[src/rtl/multicycle_controller_unit_if.sv]
// multicycle_controller_unit_if: controller <-> datapath signal bundle
// master: controller side (drives control outputs, reads op/funct/zero/mem_ready)
// slave:  datapath side (drives op/funct/zero/mem_ready, reads control outputs)
interface multicycle_controller_unit_if;
    logic [5:0] op;
    logic [3:0] funct;
    logic       zero;
    logic       mem_ready;
    logic       pc_en;
    logic       iord;
    logic       memwrite;
    logic       irwrite;
    logic       regdst;
    logic       memtoreg;
    logic       regwrite;
    logic       alusrca;
    logic [1:0] alusrcb;
    logic [2:0] alucontrol;
    logic [1:0] pcsrc;
    logic       instr_done;
    logic       illegal;
    logic [3:0] state;
    modport master (
        input  op, funct, zero, mem_ready,
        output pc_en, iord, memwrite, irwrite, regdst, memtoreg, regwrite,
               alusrca, alusrcb, alucontrol, pcsrc, instr_done, illegal, state
    );
    modport slave (
        output op, funct, zero, mem_ready,
        input  pc_en, iord, memwrite, irwrite, regdst, memtoreg, regwrite,
               alusrca, alusrcb, alucontrol, pcsrc, instr_done, illegal, state
    );
endinterface

[src/rtl/multicycle_controller_unit.sv]
// multicycle_controller_unit: control FSM sequencing the multicycle MIPS datapath
// Ports: clk, rst (async, active-high); bus (master modport) carries op/funct/zero/
// mem_ready in and the memory, IR, PC, ALU-source and writeback controls out.
module multicycle_controller_unit #(
    parameter bit ENABLE_BNE   = 1'b1,
    parameter bit ENABLE_STALL = 1'b1
) (
    input logic                          clk,
    input logic                          rst,
    multicycle_controller_unit_if.master bus
);
    typedef enum logic [3:0] {
        FETCH  = 4'd0,
        DECODE = 4'd1,
        MEMADR = 4'd2,
        MEMRD  = 4'd3,
        MEMWB  = 4'd4,
        MEMWR  = 4'd5,
        EXEC   = 4'd6,
        ALUWB  = 4'd7,
        BRANCH = 4'd8,
        ADDIEX = 4'd9,
        ADDIWB = 4'd10,
        JUMP   = 4'd11
    } state_t;

    localparam logic [5:0] OP_LW   = 6'b100011;
    localparam logic [5:0] OP_SW   = 6'b101011;
    localparam logic [5:0] OP_R    = 6'b000000;
    localparam logic [5:0] OP_BEQ  = 6'b000100;
    localparam logic [5:0] OP_BNE  = 6'b000101;
    localparam logic [5:0] OP_ADDI = 6'b001000;
    localparam logic [5:0] OP_J    = 6'b000010;

    state_t     state_q, state_d;
    logic       rdy, fn_ok;
    logic [2:0] fn_alu;
    logic       pc_en, iord, memwrite, irwrite, regdst, memtoreg, regwrite;
    logic       alusrca, instr_done, illegal;
    logic [1:0] alusrcb, pcsrc;
    logic [2:0] alucontrol;

    assign rdy = ENABLE_STALL ? bus.mem_ready : 1'b1;

    assign fn_ok  = bus.funct inside {4'b0000, 4'b0010, 4'b0100, 4'b0101, 4'b1010};
    assign fn_alu = bus.funct == 4'b0010 ? 3'b110 :
                    bus.funct == 4'b0100 ? 3'b000 :
                    bus.funct == 4'b0101 ? 3'b001 :
                    bus.funct == 4'b1010 ? 3'b111 : 3'b010;

    always_ff @(posedge clk or posedge rst) begin
        if (rst) state_q <= FETCH;
        else     state_q <= state_d;
    end

    always_comb begin
        state_d    = FETCH;
        pc_en      = 1'b0;
        iord       = 1'b0;
        memwrite   = 1'b0;
        irwrite    = 1'b0;
        regdst     = 1'b0;
        memtoreg   = 1'b0;
        regwrite   = 1'b0;
        alusrca    = 1'b0;
        alusrcb    = 2'b00;
        alucontrol = 3'b000;
        pcsrc      = 2'b00;
        instr_done = 1'b0;
        illegal    = 1'b0;
        case (state_q)
            FETCH: begin
                alusrcb    = 2'b01;
                alucontrol = 3'b010;
                irwrite    = rdy;
                pc_en      = rdy;
                state_d    = rdy ? DECODE : FETCH;
            end
            DECODE: begin
                alusrcb    = 2'b11;
                alucontrol = 3'b010;
                state_d    = (bus.op == OP_LW || bus.op == OP_SW)               ? MEMADR :
                             bus.op == OP_R                                     ? EXEC   :
                             (bus.op == OP_BEQ || (ENABLE_BNE && bus.op == OP_BNE)) ? BRANCH :
                             bus.op == OP_ADDI                                  ? ADDIEX :
                             bus.op == OP_J                                     ? JUMP   : FETCH;
                illegal    = state_d == FETCH;
                instr_done = state_d == FETCH;
            end
            MEMADR: begin
                alusrca    = 1'b1;
                alusrcb    = 2'b10;
                alucontrol = 3'b010;
                state_d    = bus.op == OP_SW ? MEMWR : MEMRD;
            end
            MEMRD: begin
                iord    = 1'b1;
                state_d = rdy ? MEMWB : MEMRD;
            end
            MEMWB: begin
                memtoreg   = 1'b1;
                regwrite   = 1'b1;
                instr_done = 1'b1;
            end
            MEMWR: begin
                iord       = 1'b1;
                memwrite   = 1'b1;
                instr_done = rdy;
                state_d    = rdy ? FETCH : MEMWR;
            end
            EXEC: begin
                alusrca    = 1'b1;
                alucontrol = fn_alu;
                illegal    = !fn_ok;
                instr_done = !fn_ok;
                state_d    = fn_ok ? ALUWB : FETCH;
            end
            ALUWB: begin
                regdst     = 1'b1;
                regwrite   = 1'b1;
                instr_done = 1'b1;
            end
            BRANCH: begin
                alusrca    = 1'b1;
                alucontrol = 3'b110;
                pcsrc      = 2'b01;
                instr_done = 1'b1;
                // op[0] distinguishes bne from beq; bne only reaches here when enabled
                pc_en      = bus.op[0] ? !bus.zero : bus.zero;
            end
            ADDIEX: begin
                alusrca    = 1'b1;
                alusrcb    = 2'b10;
                alucontrol = 3'b010;
                state_d    = ADDIWB;
            end
            ADDIWB: begin
                regwrite   = 1'b1;
                instr_done = 1'b1;
            end
            JUMP: begin
                pcsrc      = 2'b10;
                pc_en      = 1'b1;
                instr_done = 1'b1;
            end
            default: state_d = FETCH;
        endcase
    end

    // Reset is asynchronous, so enables are masked combinationally to stop any
    // write the moment rst rises rather than at the next edge.
    assign bus.pc_en      = pc_en & ~rst;
    assign bus.irwrite    = irwrite & ~rst;
    assign bus.regwrite   = regwrite & ~rst;
    assign bus.memwrite   = memwrite & ~rst;
    assign bus.instr_done = instr_done & ~rst;
    assign bus.illegal    = illegal & ~rst;
    assign bus.iord       = iord;
    assign bus.regdst     = regdst;
    assign bus.memtoreg   = memtoreg;
    assign bus.alusrca    = alusrca;
    assign bus.alusrcb    = alusrcb;
    assign bus.alucontrol = alucontrol;
    assign bus.pcsrc      = pcsrc;
    assign bus.state      = state_q;
endmodule

[src/flat_wrapper.sv]
// flat-port wrapper written by rule: the top's interface ports become plain ports
module multicycle_controller_unit_flat 
#(
    parameter bit ENABLE_BNE   = 1'b1,
    parameter bit ENABLE_STALL = 1'b1
)
  (clk, rst, bus_op, bus_funct, bus_zero, bus_mem_ready, bus_pc_en, bus_iord, bus_memwrite, bus_irwrite, bus_regdst, bus_memtoreg, bus_regwrite, bus_alusrca, bus_alusrcb, bus_alucontrol, bus_pcsrc, bus_instr_done, bus_illegal, bus_state);
  multicycle_controller_unit_if bus_i ();
  input logic clk;
  input logic rst;
  input wire logic [$bits(bus_i.op)-1:0] bus_op;
  input wire logic [$bits(bus_i.funct)-1:0] bus_funct;
  input wire logic [$bits(bus_i.zero)-1:0] bus_zero;
  input wire logic [$bits(bus_i.mem_ready)-1:0] bus_mem_ready;
  output wire logic [$bits(bus_i.pc_en)-1:0] bus_pc_en;
  output wire logic [$bits(bus_i.iord)-1:0] bus_iord;
  output wire logic [$bits(bus_i.memwrite)-1:0] bus_memwrite;
  output wire logic [$bits(bus_i.irwrite)-1:0] bus_irwrite;
  output wire logic [$bits(bus_i.regdst)-1:0] bus_regdst;
  output wire logic [$bits(bus_i.memtoreg)-1:0] bus_memtoreg;
  output wire logic [$bits(bus_i.regwrite)-1:0] bus_regwrite;
  output wire logic [$bits(bus_i.alusrca)-1:0] bus_alusrca;
  output wire logic [$bits(bus_i.alusrcb)-1:0] bus_alusrcb;
  output wire logic [$bits(bus_i.alucontrol)-1:0] bus_alucontrol;
  output wire logic [$bits(bus_i.pcsrc)-1:0] bus_pcsrc;
  output wire logic [$bits(bus_i.instr_done)-1:0] bus_instr_done;
  output wire logic [$bits(bus_i.illegal)-1:0] bus_illegal;
  output wire logic [$bits(bus_i.state)-1:0] bus_state;
  assign bus_i.op = bus_op;
  assign bus_i.funct = bus_funct;
  assign bus_i.zero = bus_zero;
  assign bus_i.mem_ready = bus_mem_ready;
  assign bus_pc_en = bus_i.pc_en;
  assign bus_iord = bus_i.iord;
  assign bus_memwrite = bus_i.memwrite;
  assign bus_irwrite = bus_i.irwrite;
  assign bus_regdst = bus_i.regdst;
  assign bus_memtoreg = bus_i.memtoreg;
  assign bus_regwrite = bus_i.regwrite;
  assign bus_alusrca = bus_i.alusrca;
  assign bus_alusrcb = bus_i.alusrcb;
  assign bus_alucontrol = bus_i.alucontrol;
  assign bus_pcsrc = bus_i.pcsrc;
  assign bus_instr_done = bus_i.instr_done;
  assign bus_illegal = bus_i.illegal;
  assign bus_state = bus_i.state;
  multicycle_controller_unit #(.ENABLE_BNE(ENABLE_BNE), .ENABLE_STALL(ENABLE_STALL)) u_core (.clk(clk), .rst(rst), .bus(bus_i));
endmodule
[config.mk]
export PLATFORM = sky130hd
export DESIGN_NAME = multicycle_controller_unit_flat
export DESIGN_NICKNAME = d
export VERILOG_FILES = /design/src/rtl/multicycle_controller_unit_if.sv /design/src/rtl/multicycle_controller_unit.sv /design/src/flat_wrapper.sv
export SDC_FILE = /design/constraint.sdc
export NUM_CORES = 1
export LEC_CHECK = 0
export CORE_ASPECT_RATIO = 1.4
export CORE_MARGIN = 3
export CORE_UTILIZATION = 23
export DETAILED_ROUTE_END_ITERATION = 10
export SLEW_MARGIN = 25
export SYNTH_ARGS = -nofsm -noshare
export SYNTH_HDL_FRONTEND = slang
export SYNTH_SLANG_ARGS = --single-unit
[constraint.sdc]
create_clock -name clk -period 1.45 [get_ports clk]
set_input_delay 0.2175 -clock clk [delete_from_list [all_inputs] [get_ports clk]]
set_output_delay 0.2175 -clock clk [all_outputs]
set_load 0.01 [all_outputs]
# [Word level (Yosys, flattened, before mapping)]
# Index checks and enable logic that the tools add are counted.
[word_totals] input_bits=14 output_inout_bits=21 regBits=4
[classes] bitwise_logic=7 n_eq_ne=21 muxes=29 reduce_logical=15
[op_table] cell="$pmux 4 s7" count=1
[op_table] cell="$eq 4x3->1 const B" count=6
[op_table] cell="$mux 3" count=8
[op_table] cell="$eq 4x4->1 const B" count=5
[op_table] cell="$mux 4" count=5
[op_table] cell="$eq 4x2->1 const B" count=3
[op_table] cell="$eq 6x3->1 const B" count=2
[op_table] cell="$eq 6x6->1 const B" count=2
[op_table] cell="$logic_not 4->1" count=3
[op_table] cell="$mux 1" count=9
[op_table] cell="$pmux 3 s3" count=1
[op_table] cell="$reduce_or 4->1" count=2
[op_table] cell="$and 1x1->1" count=6
[op_table] cell="$eq 6x2->1 const B" count=1
[op_table] cell="$eq 6x4->1 const B" count=1
[op_table] cell="$logic_not 6->1" count=1
[op_table] cell="$pmux 2 s3" count=1
[op_table] cell="$reduce_bool 5->1" count=1
[op_table] cell="$reduce_or 5->1" count=1
[op_table] cell="$eq 4x1->1 const B" count=1
[op_table] cell="$pmux 1 s4" count=1
[op_table] cell="$pmux 2 s2" count=1
[op_table] cell="$reduce_or 2->1" count=2
[op_table] cell="$pmux 1 s3" count=1
[op_table] cell="other kinds (5)" count=7

# [Logic depth before layout (Yosys ltp)]
# Gate-level depths: netlist (run 1).
[logic_depth] depth_word=9 depth_mapped=6

# [Worst setup path after synthesis (run 1)]
# No wires, ideal clock.
[synth_path] path_type="register to output" start="reg u_core.state_q[0] (netlist: u_core.bus.state[0])" end="out bus_pc_en" path_slack_ns=-0.111 t_arrival_ns=1.344 required_time_ns=1.233 path_stages_with_launch=6 path_cell_list="dfrtp_1 > buf_2 > or2_1 > a2111oi_2 > nor2_1 > nor2_1"
[synth_via] elab_chain_len=3 elab_cells_between_ends=5 cone_classes="eq/ne: 2; mux: 1; bitwise: 1; reduce/logical: 1"
[synth_rtl] element="start, declared" line_no="multicycle_controller_unit.sv:35" source="state_t state_q, state_d;"
[synth_rtl] element="start signal, assigned" line_no="multicycle_controller_unit.sv:53" source="else state_q <= state_d;"
[synth_rtl] element="$eq 4x4->1 or $logic_not 4->1 (tied branches)" line_no="multicycle_controller_unit.sv:71" source="case (state_q)"
[synth_rtl] element="$pmux 1 s3 *" line_no="multicycle_controller_unit.sv:71"
[synth_rtl] element="$and 1x1->1 *" line_no="multicycle_controller_unit.sv:152" source="assign bus.pc_en = pc_en & ~rst;"
[synth_rtl] element="end, declared" line_no="flat_wrapper.sv:15" source="output wire logic [$bits(bus_i.pc_en)-1:0] bus_pc_en;"
# Every way passes the cells marked *; elsewhere a longest branch is shown, timed or not.

# [Worst setup path in the final report (run 1)]
[layout_path] start="in bus_op[0]" end="out bus_pc_en"
[layout_via] elab_chain_len=3
[layout_rtl] element="start, declared" line_no="flat_wrapper.sv:11" source="input wire logic [$bits(bus_i.op)-1:0] bus_op;"
[layout_rtl] element="$mux 1" line_no="multicycle_controller_unit.sv:129" source="pc_en = bus.op[0] ? !bus.zero : bus.zero;"
[layout_rtl] element="$pmux 1 s3" line_no="multicycle_controller_unit.sv:71"
[layout_rtl] element="$and 1x1->1" line_no="multicycle_controller_unit.sv:152"
# Every way passes these cells.

==> results of run 1 <==
## metal layers
metal | routed length, um | part of all wire | vias to the layer above
met4 | 91 | 0.024 | 0
li1 | - | - | 543
met2 | 2210 | 0.58 | 37
met3 | 165 | 0.044 | 11
met1 | 1320 | 0.35 | 563
met5 | 0 | 0 | -
## power by group
group | internal, W | switching, W
clock | 0.0000925 | 0.0000448
combinational | 0.000940 | 0.000794
sequential | 0.000141 | 0.0000351
total | 0.00117 | 0.000873
## through the flow
stage	instances	total power (W)	utilization
after global placement	197	0.00125	0.486
after detailed placement	197	0.00125	0.486
after CTS	216	0.00162	0.567
after global routing	227	0.00216	0.678
after floorplan	98	0.000688	-
final	227	0.00205	0.678
## cell type report
type / count / area, um2
multi-input combinational: 83 / 782
timing repair buffer: 96 / 851
tap: 36 / 45.0
sequential: 4 / 104
clock buffer: 3 / 22.5
inverter: 5 / 23.8
fill: 224 / 870
## logic make-up (layout without fill, tap and decap cells)
group / count (synthesis) / after routing / synth area share
buf+inv: 11 / 104 / 0.0726
mux: 2 / 2 / 0.0298
simple gates: 51 / 51 / 0.408
xor+xnor: 4 / 4 / 0.0521
compound gates: 26 / 26 / 0.289
flops: 4 / 4 / 0.149
## worst max path at each step
stage	from	cells past startpoint	to	slack, ns
floorplan	u_core.bus.state[3]$_DFF_PP0_	5	bus_pc_en	-0.007
global placement	bus_op[1]	6	bus_instr_done	-0.88
detailed placement	bus_op[1]	6	bus_instr_done	-0.92
CTS	u_core.bus.state[1]$_DFF_PP0_	6	bus_pc_en	-0.34
global route	u_core.bus.state[0]$_DFF_PP0_	6	bus_instr_done	-0.43
finish	bus_op[0]	7	bus_pc_en	-0.36
## worst reg2reg max path, stage by stage, from the launching register on
cell	delay, ns
sky130_fd_sc_hd__dfrtp_1	0.41
sky130_fd_sc_hd__buf_6	0.15
sky130_fd_sc_hd__and2b_2	0.24
sky130_fd_sc_hd__buf_4	0.15
sky130_fd_sc_hd__buf_4	0.13
sky130_fd_sc_hd__buf_4	0.12
sky130_fd_sc_hd__a2bb2oi_2	0.13
sky130_fd_sc_hd__o221ai_2	0.12
## what timing repair did
action,in CTS,in global routing
gates cloned,0,1
gates resized for setup,122,50
pin swaps,15,15
hold endpoints to repair,0,0
setup endpoints to repair,24,21
setup buffers,16,11
## layout by cell type (no fill, tap or decap), types with 3 or more instances in the layout
master,instances
sky130_fd_sc_hd__clkbuf_4,3
sky130_fd_sc_hd__nand2_1,4
sky130_fd_sc_hd__inv_1,3
sky130_fd_sc_hd__nor2_2,4
sky130_fd_sc_hd__nor2_4,7
sky130_fd_sc_hd__buf_8,3
sky130_fd_sc_hd__buf_2,12
sky130_fd_sc_hd__buf_6,21
sky130_fd_sc_hd__buf_4,42
sky130_fd_sc_hd__xnor2_1,3
sky130_fd_sc_hd__o21ai_1,6
sky130_fd_sc_hd__nand2b_4,3
sky130_fd_sc_hd__dfrtp_2,3
sky130_fd_sc_hd__clkdlybuf4s15_1,3
sky130_fd_sc_hd__nor2_1,7
sky130_fd_sc_hd__clkdlybuf4s50_1,4
sky130_fd_sc_hd__a21oi_2,3
sky130_fd_sc_hd__dlygate4sd2_1,9
sky130_fd_sc_hd__and3_1,3
==> results by stage, run 1 <==
Placed design:
- The wire-length estimate of the detail-placed layout is 2.02 mm.
- The placer's final routability congestion estimate is 0.838.
- In this run the tool buffered the top-level ports with 34 buffer cells.
- At the placement stage, the worst setup path has a slack of -0.915 ns.
- The placed instances occupy a cell area of 1310 um2.

STA:
- Setup repair after global routing could not meet its margin everywhere.
- The worst pin sits at a relative slew slack of 0.770.
- The final hold violation count was 0.
- The setup skew after layout is 0.00420 ns.
- Based on the critical path, the design can be clocked at up to 553 MHz.
- Adding up every negative setup slack in the final design gives -3.66 ns.
- The actual slew at the worst max-slew pin is 0.343 ns.
- Final hold analysis gives a worst-case slack of 0.567 ns.
- Counting I/O delays and the setup requirement, the final critical path takes 1.81 ns.
- The worst setup margin is -0.359 ns.
- Setup violations remaining at the end of the flow were counted as 20.
- In the finished design, the share of the clock period the worst path needs comes to 1.25.
- The final number of max-transition violations is 0.

Routing:
- Before antenna repair, the detailed router went through 4 iterations.
- The remaining design rule violation count is 0.
- The overall via count from detail_route is 1154.
- Summed over all layers, the routed wires come to 3.79 mm.
- Dividing the detail-routed wire length by the instance count gives 16.7 um.
- The first-iteration detailed-routing DRC count is 36.
- The post-detailed-route via-to-cell ratio is 5.08.
- The number of nets with antenna violations after routing is 0.

Setup path:
- The signal on the critical path passes through dlygate4sd2_1, buf_4, xnor2_1, a2111oi_4, nor2_1, nor2_2, buf_2.
- The worst setup path is captured at an output pin.
- The endpoint identified for the worst register-to-register timing path is u_core.bus.state[1]$_DFF_PP0_.
- The startpoint identified for the worst register-to-register timing path is u_core.bus.state[0]$_DFF_PP0_.
- The worst reg-to-reg path cell count is 7.
- The setup check on the worst reg-to-reg path leaves a slack of -0.13 ns.
- The largest single stage delay on the critical path is 0.36 ns.
- The worst setup path is launched from an input pin.
- The number of buffers and inverters on the critical path is 3.
- The slowest cell on the critical path is sky130_fd_sc_hd__a2111oi_4.
- The cell class contributing the biggest share of worst-path delay is buffers and inverters.
- The critical setup path kind is input pin to output pin.
- For the worst setup path, the data arrival time is 1.59 ns.
- Data on the critical path is required at its endpoint by 1.23 ns.
- Of all nets on the critical path, the largest fanout is 5.

CTS:
- The TritonCTS sink count is 4.
- Counting along the longest clock path gives a buffer depth of 2.
- The CTS tree is built.
- After clock tree synthesis, the clock-pin slew on the worst setup and hold paths is 0.04 ns.
- The tree is rooted in a sky130_fd_sc_hd__clkbuf_4.
- The number of hold buffers added after CTS is 0.
- CTS built an H-tree with a depth of 1.
- The latest clock arrival within the worst-skew pair is 0.23 ns.
- Buffers inserted during clock tree synthesis total 3.

Global routing:
- In the global route stage, met1 resource usage came out at 0.161.
- For this run, global-route usage on met3 was measured as 0.0192.
- The via count of the first global-routing pass came to 1109.
- For this run, global-route usage on met2 was measured as 0.350.
- Entering global routing, the biggest net connects 12 pins.
- Global routing finished with a remaining overflow of 0.
- The total global-route track usage is 0.170.
- The global routing's busiest layer is met2.
- The wire length of the first global-routing pass is 4.77 mm.
- The initial antenna violation count is 0.

Power:
- The worst-case IR drop observed on VDD is 0.799 mV.
- The leakage component of the power is 0.791 nW.
- In this run the power density over the cells is 1120 nW/um2.

Yosys:
- In this run, synthesis produced a sequential element count of 4.
- The net count after synthesis is 112.
- The dominant cell type by area after synthesis is sky130_fd_sc_hd__dfrtp_1.
- The cell area after technology mapping is 672 um2.
- The average instance area after synthesis is 6.86 um2.
- The commonest cells after synthesis are sky130_fd_sc_hd__nor2_1 (17), sky130_fd_sc_hd__buf_2 (6), sky130_fd_sc_hd__nand2_1 (6).
- Sorting the synthesized cells by area gives the leading types as sky130_fd_sc_hd__dfrtp_1 (15%), sky130_fd_sc_hd__nor2_1 (9.5%), sky130_fd_sc_hd__xnor2_1 (5.2%), sky130_fd_sc_hd__nand2b_1 (4.7%), sky130_fd_sc_hd__buf_2 (4.5%).
- The cell with the most instances after synthesis is sky130_fd_sc_hd__nor2_1.
- The synthesis warning total is 0.
- The synthesized netlist contains 36 unique library cells.
- The number of synthesized flops with an enable pin is 0.
- Synthesis produced a netlist whose cell count is 98.
- The predominant post-synthesis flop cell is sky130_fd_sc_hd__dfrtp_1.
- For this run, asynchronously set or reset flops after synthesis account for 1.00.
- The share of the Yosys chip area taken by registers is 0.149.
- The fraction of synthesized cell area taken by the top area cell type is 0.149.

Worst hold path:
- The tightest min-delay check is of the input pin to async pin type.

Final layout:
- The register with the most flip-flops in the layout has 4 of them.
- The net count reported at finish is 207.
- With fillers left out, the area of the finished cells amounts to 1830 um2.
- The number of inserted diodes is 0.
- The fraction of final layout cells sized beyond drive strength 1 is 0.681.
- The signed area change from the synthesized netlist to the final layout is 172%.

Floorplanning:
- The area of the core region is 2700 um2.
- The floorplan step set the die height to 70.0 um.
- Pin placement for this block handled 35 I/O pins.
- The floorplan step set the die width to 51.7 um.
- The die area is 3620 um2.
- For this configuration, the core starts out at a cell density of 0.249.
- After floorplanning, the core was divided into 22 placement rows.

Flow run:
- The tool flagged a number of max-cap violations equal to 0.

Run status:
- The flow ran to the end, but the final reports show violations.
- The final reports fail on negative setup slack.
(Power assumes the default switching activity.)
==> run 2: changes to the inputs <==
Settings changed: SETUP_SLACK_MARGIN set to 0.2.
==> run 2 against run 1 <==
- via count fell by 1.3%
- highest routed layer unchanged
- the flow still finishes with violations (negative setup slack)
- largest power group unchanged
- cell count unchanged
- cell area decreased by 4.4%
- first-iteration DRC count down 42%
==> results by stage, run 2 (synthesis gave the netlist of run 1 again) <==
STA:
- The setup skew after layout is 0.00179 ns (was 0.00420 ns).
- The worst setup margin is -0.363 ns (was -0.359 ns).
- The final hold violation count is 0 (unchanged).
- Setup repair after global routing missed its margin: true (unchanged).
- The worst hold slack after final layout is 0.538 ns (was 0.567 ns).
- The actual slew at the worst max-slew pin came to 0.309 ns (was 0.343 ns).
- The setup total negative slack is -2.88 ns (was -3.66 ns).
- The maximum operating frequency is 551 MHz (was 553 MHz).
- The final number of max-transition violations came to 0 (unchanged).
- The tightest slew margin relative to the limit was 0.793 (was 0.770).
- The minimum clock period is 1.81 ns (about the same).
- The number of setup violations in the final report is 20 (unchanged).
- The final period utilization came to 1.25 (about the same).

CTS:
- The maximum count of clock buffers along a single path is 2 (unchanged).
- The TritonCTS sink count is 4 (unchanged).
- The latest clock arrival within the worst-skew pair is 0.23 ns (about the same).
- The clock transition at the registers of the reported paths is 0.04 ns (about the same).
- The depth of the CTS H-tree was 1 (unchanged).
- The CTS root buffer is sky130_fd_sc_hd__clkbuf_4 (unchanged).
- The CTS tree is built (unchanged).
- The number of buffers created by CTS was 3 (unchanged).

Power:
- The internal power summed over all cells is 0.00106 W (was 0.00117 W).
- The share of total power in combinational logic is 0.819 (was 0.847).
- The reported net switching power is 0.000794 W (was 0.000873 W).
- The leakage component of the power came to 0.777 nW (was 0.791 nW).
- The worst IR drop on VDD is 0.653 mV (was 0.799 mV).
- The net switching share of the total power is 0.428 (was 0.427).
- The areal power density over the cells came to 1060 nW/um2 (was 1120 nW/um2).
- The part of the total power dissipated in sequential elements is 0.100 (was 0.086).
- The share of total power in the clock network came to 0.081 (was 0.067).

Final layout:
- The signed area change from the synthesized netlist to the final layout is 160% (was 172%).
- The number of inserted diodes is 0 (unchanged).
- Highest-count cells in the layout ignoring fill and taps: sky130_fd_sc_hd__buf_4 (41), sky130_fd_sc_hd__buf_6 (23), sky130_fd_sc_hd__buf_2 (16) (was sky130_fd_sc_hd__buf_4 (42), sky130_fd_sc_hd__buf_6 (21), sky130_fd_sc_hd__buf_2 (12)).
- The combined flip-flop and latch cell area is 105 um2 (was 104 um2).
- The flip-flop count of the largest register after layout is 4 (unchanged).
- The area of the multi-input gates is 766 um2 (was 782 um2).
- The number of cells in the finished layout apart from fillers is 227 (unchanged).
- The net count reported at finish came to 206 (was 207).
- The most frequent standard cell in the layout excluding fill and tap cells is sky130_fd_sc_hd__buf_4 (unchanged).
- The fraction of final layout cells sized beyond drive strength 1 is 0.728 (was 0.681).
- The share of the core filled with cells in the final layout is 0.648 (was 0.678).
- The count of filler cells inserted in the layout is 228 (was 224).

Worst hold path:
- The worst hold path class is input pin to async pin (unchanged).

Routing:
- The number of nets with antenna violations after routing is 0 (unchanged).
- The average wire length per cell after detail routing is 15.6 um (was 16.7 um).
- The remaining design rule violation count was 0 (unchanged).
- The first-iteration detailed-routing DRC count was 21 (was 36).
- The post-detailed-route via-to-cell ratio came to 5.02 (was 5.08).
- The number of optimization iterations in the first detailed-route pass is 4 (unchanged).
- The total wirelength of the detailed-routed design is 3.55 mm (was 3.79 mm).
- The overall via count from detail_route is 1139 (was 1154).

Setup path:
- The worst path required time is 1.23 ns (about the same).
- The startpoint class of the critical path is a flop (was input pin).
- The sort of element at the end of the critical path is an output pin (unchanged).
- The critical setup path kind is flop to output pin (was input pin to output pin).
- The arrival time at the worst endpoint is 1.60 ns (was 1.59 ns).
- The maximum fanout along the worst path is 4 (was 5).

Floorplanning:
- The width of the chip came to 51.7 um (unchanged).
- The initial core utilization was 0.249 (unchanged).
- The area of the core region is 2700 um2 (unchanged).
- The overall die height came to 70.0 um (unchanged).
- The die area is 3620 um2 (unchanged).
- The number of core rows is 22 (unchanged).
- The number of top-level pins was 35 (unchanged).

Global routing:
- The maximum number of pins on one net before global-route repair is 8 (was 12).
- The total congestion overflow after global routing came to 0 (unchanged).
- The total global-route track usage is 0.187 (was 0.170).
- The via count of the first global-routing pass is 1177 (was 1109).
- The wire length of the first global-routing pass is 5.28 mm (was 4.77 mm).
- The initial antenna violation count is 0 (unchanged).

Placed design:
- The cell total after placement is 201 (was 197).
- The placer's final routability congestion estimate is 0.867 (was 0.838).
- The port buffer count was 34 (unchanged).
- The post-DP HPWL is 2.24 mm (was 2.02 mm).

Run status:
- Run status: finished, violations left (unchanged).
- Violated checks: negative setup slack (unchanged).

Flow run:
- The number of max-cap violations is 0 (unchanged).
[run 2: power by group through the flow]
stage | sequential [W] | combinational (W) | clock [W]
after floorplan | 0.000177 | 0.000548 | 0
after global placement | 0.000178 | 0.00110 | 0
after detailed placement | 0.000182 | 0.00112 | 0
after CTS | 0.000185 | 0.00136 | 0.000155
after global routing | 0.000189 | 0.00160 | 0.000172
final | 0.000185 | 0.00152 | 0.000151
[run 2: path summary, 6_finish.rpt]
path | to | slack (ns) | cells past startpoint | from
setup / recovery | bus_instr_done | -0.36 | 6 | u_core.bus.state[2]$_DFF_PP0_
max in group asynchronous | u_core.bus.state[0]$_DFF_PP0_ | 0.80 | 3 | rst
hold reg to reg | u_core.bus.state[2]$_DFF_PP0_ | 0.76 | 3 | u_core.bus.state[3]$_DFF_PP0_
min in group clk | u_core.bus.state[0]$_DFF_PP0_ | 0.64 | 5 | bus_op[5]
setup reg to reg | u_core.bus.state[0]$_DFF_PP0_ | -0.04 | 6 | u_core.bus.state[1]$_DFF_PP0_
hold / removal | u_core.bus.state[3]$_DFF_PP0_ | 0.54 | 3 | rst
[run 2: timing repair]
action	CTS	global route
hold buffers	0	0
setup endpoints to repair	25	25
buffers inserted	15	7
resized for setup	153	14
pin swaps	19	9
[run 2: per-stage QoR]
| step | total power [W] | cell area, um2 | worst slack (ns) |
|---|---|---|---|
| 6_report | 0.00185 | 1750 | -0.363 |
| 5_1_grt | 0.00196 | 1750 | -0.410 |
| 3_3_place_gp | 0.00128 | 1380 | -0.927 |
| 3_5_place_dp | 0.00130 | 1380 | -1.05 |
| 2_1_floorplan | 0.000725 | 747 | -0.00441 |
| 4_1_cts | 0.00170 | 1660 | -0.287 |
[run 2: per-layer routing]
metal  track usage  routed length (um)  up-vias
li1              -                   -      546
met1         0.181                1130      535
met2         0.385                2150       46
met3        0.0277                 162       12
met4        0.0408                 106        0
met5             0                   0        -
[run 2: critical path, cell delays in order (launching register included)]
cell and delay (ns):
sky130_fd_sc_hd__dfrtp_2 0.44, sky130_fd_sc_hd__buf_6 0.15, sky130_fd_sc_hd__buf_4 0.15, sky130_fd_sc_hd__o21ai_0 0.12
sky130_fd_sc_hd__nand2_1 0.13, sky130_fd_sc_hd__a211oi_2 0.22, sky130_fd_sc_hd__buf_2 0.16
[run 2: area by class of cell]
cell class	count	area share
Inverter	5	0.0107
Timing Repair Buffer	95	0.450
Tap cell	36	0.0258
Multi-Input combinational cell	83	0.438
Clock buffer	4	0.0150
Sequential cell	4	0.0601
==> run 3: changes to the inputs <==
Clock period 1.45 ns to 1.9 ns, I/O delays scaled along.
==> run 3 against run 2 <==
- register-to-register slack improved by 0.43 ns
- cell area decreased by 18%
- the run now ends clean
- first-iteration DRC count decreased by 43%
- setup slack improved by 0.40 ns
- power decreased by 39%
==> results by stage, run 3 (synthesis gave the netlist of run 1 again) <==
Run status:
- Run status: completed (was finished, violations left).

Floorplanning:
- The initial core utilization is 0.249 (unchanged).
- The number of top-level pins is 35 (unchanged).
- The number of core rows was 22 (unchanged).
- The overall die height is 70.0 um (unchanged).
- The area of the core region came to 2700 um2 (unchanged).
- The width of the chip is 51.7 um (unchanged).
- The die area is 3620 um2 (unchanged).

STA:
- The final number of max-transition violations is 0 (unchanged).
- The maximum operating frequency is 536 MHz.
- The final hold violation count is 0 (unchanged).
- The tightest slew margin relative to the limit is 0.798 (was 0.793).
- The actual slew at the worst max-slew pin is 0.301 ns (was 0.309 ns).
- The minimum clock period is 1.87 ns.
- Of the available clock period, the critical path in the final layout requires 0.982.
- The worst hold slack after final layout came to 0.480 ns (was 0.538 ns).
- Setup repair after global routing missed its margin: true (unchanged).
- The number of setup violations in the final report came to 0 (was 20).
- The setup skew after layout is 0.00232 ns (was 0.00179 ns).

Routing:
- The average wire length per cell after detail routing is 12.9 um (was 15.6 um).
- The total wirelength of the detailed-routed design was 2.62 mm (was 3.55 mm).
- The number of optimization iterations in the first detailed-route pass was 5 (was 4).
- The post-detailed-route via-to-cell ratio is 4.86 (was 5.02).
- The remaining design rule violation count is 0 (unchanged).
- The first-iteration detailed-routing DRC count is 12 (was 21).
- The number of nets with antenna violations after routing came to 0 (unchanged).
- The overall via count from detail_route came to 992 (was 1139).

Global routing:
- The total congestion overflow after global routing was 0 (unchanged).
- The wire length of the first global-routing pass is 4.28 mm (was 5.28 mm).
- The maximum number of pins on one net before global-route repair came to 9 (was 8).
- The initial antenna violation count came to 0 (unchanged).
- The via count of the first global-routing pass is 1038 (was 1177).
- The total global-route track usage was 0.148 (was 0.187).

CTS:
- The number of buffers created by CTS was 3 (unchanged).
- The CTS tree is built (unchanged).
- The latest clock arrival within the worst-skew pair came to 0.23 ns (about the same).
- The maximum count of clock buffers along a single path is 2 (unchanged).
- The CTS root buffer is sky130_fd_sc_hd__clkbuf_4 (unchanged).
- The TritonCTS sink count came to 4 (unchanged).
- The depth of the CTS H-tree is 1 (unchanged).
- The number of hold buffers added after CTS is 0 (unchanged).
- The clock transition at the registers of the reported paths came to 0.04 ns (about the same).

Setup path:
- The startpoint class of the critical path is a flop (unchanged).
- Cell-by-cell listing of the critical path: buf_4, and2b_2, a41oi_2, a211oi_2, buf_2 (was buf_6, buf_4, o21ai_0, nand2_1, a211oi_2, buf_2).
- The number of buffers and inverters on the critical path is 2 (was 3).
- The cell class contributing the biggest share of worst-path delay was flip-flops (was buffers and inverters).
- The worst path required time is 1.62 ns (was 1.23 ns).
- The highest cell delay on the worst timing path was 0.44 ns (about the same).
- The sort of element at the end of the critical path is an output pin (unchanged).
- The worst reg-to-reg path cell count is 6 (unchanged).
- The arrival time at the worst endpoint is 1.58 ns (was 1.60 ns).
- The maximum fanout along the worst path came to 6 (was 4).
- The critical setup path kind was flop to output pin (unchanged).
- The register-to-register setup slack was 0.39 ns (was -0.04 ns).
- The slowest cell on the critical path is sky130_fd_sc_hd__dfrtp_2 (unchanged).
- The cell count along the critical path was 5 (was 6).

Power:
- The worst IR drop on VDD is 0.427 mV (was 0.653 mV).
- The leakage component of the power was 0.639 nW (was 0.777 nW).
- The areal power density over the cells is 786 nW/um2 (was 1060 nW/um2).

Placed design:
- The placer's final routability congestion estimate is 0.799 (was 0.867).
- The cell total after placement is 193 (was 201).
- The port buffer count is 34 (unchanged).
- The area of placed instances came to 1260 um2 (was 1380 um2).
- The post-DP HPWL is 2.00 mm (was 2.24 mm).

Final layout:
- The count of filler cells inserted in the layout came to 287 (was 228).
- The most frequent standard cell in the layout excluding fill and tap cells is sky130_fd_sc_hd__buf_4 (unchanged).
- The number of cells in the finished layout apart from fillers is 204 (was 227).
- The net count reported at finish came to 184 (was 206).
- The area of the multi-input gates is 664 um2 (was 766 um2).
- The fraction of final layout cells sized beyond drive strength 1 is 0.554 (was 0.728).
- The final design instance area without fill was 1440 um2 (was 1750 um2).
- The signed area change from the synthesized netlist to the final layout is 114% (was 160%).
- The flip-flop count of the largest register after layout is 4 (unchanged).
- The number of inserted diodes is 0 (unchanged).
- Highest-count cells in the layout ignoring fill and taps: sky130_fd_sc_hd__buf_4 (31), sky130_fd_sc_hd__nor2_1 (15), sky130_fd_sc_hd__buf_2 (12) (was sky130_fd_sc_hd__buf_4 (41), sky130_fd_sc_hd__buf_6 (23), sky130_fd_sc_hd__buf_2 (16)).
- The combined flip-flop and latch cell area came to 103 um2 (was 105 um2).

Worst hold path:
- The worst hold path class is input pin to async pin (unchanged).

Flow run:
- The number of max-cap violations is 0 (unchanged).
run 3: layout make-up:
class / count / area share
tap: 36 / 0.0314
sequential: 4 / 0.0715
timing repair buffer: 73 / 0.405
inverter: 5 / 0.0131
clock buffer: 3 / 0.0157
multi-input combinational: 83 / 0.463
run 3: layer usage:
metal | share of wire | GRT usage | vias to the layer above
met5 | 0 | 0 | -
met4 | 0 | 0.0408 | 0
met3 | 0.032 | 0.0213 | 0
met2 | 0.59 | 0.302 | 23
met1 | 0.38 | 0.143 | 474
li1 | - | - | 495
run 3: path summary, 6_finish.rpt:
check | startpoint | endpoint
min in group clk | bus_op[3] | u_core.bus.state[0]$_DFF_PP0_
worst min register to register | u_core.bus.state[1]$_DFF_PP0_ | u_core.bus.state[0]$_DFF_PP0_
worst max-delay path | u_core.bus.state[1]$_DFF_PP0_ | bus_instr_done
worst max register to register | u_core.bus.state[0]$_DFF_PP0_ | u_core.bus.state[2]$_DFF_PP0_
max in group asynchronous | rst | u_core.bus.state[1]$_DFF_PP0_
worst min-delay path | rst | u_core.bus.state[2]$_DFF_PP0_
run 3: power breakdown:
group / total (W) / internal, W / switching, W
Combinational: 0.000889 / 0.000474 / 0.000415
Sequential: 0.000139 / 0.000109 / 0.0000296
Clock: 0.000101 / 0.0000704 / 0.0000307
run 3: through the flow:
stage	setup TNS, ns	util	setup slack (ns)	power (W)
global placement	-2.49	0.467	-0.566	0.000890
floorplan	0	-	0.271	0.000480
CTS	0	0.507	0.00464	0.00105
global route	-0.0866	0.532	-0.0786	0.00122
detailed placement	-2.70	0.467	-0.615	0.000895
finish	0	0.532	0.0339	0.00113
run 3: repair_timing:
action	4_1_cts	5_1_grt
endpoints found under the setup margin	17	16
buffers inserted	6	2
gates resized for setup	94	25
pin swaps	10	5
gates cloned	0	0
run 3: worst min-delay path, cell delays in order:
cell and delay (ns):
sky130_fd_sc_hd__clkdlybuf4s50_1 0.49, sky130_fd_sc_hd__inv_1 0.11, sky130_fd_sc_hd__buf_4 0.14
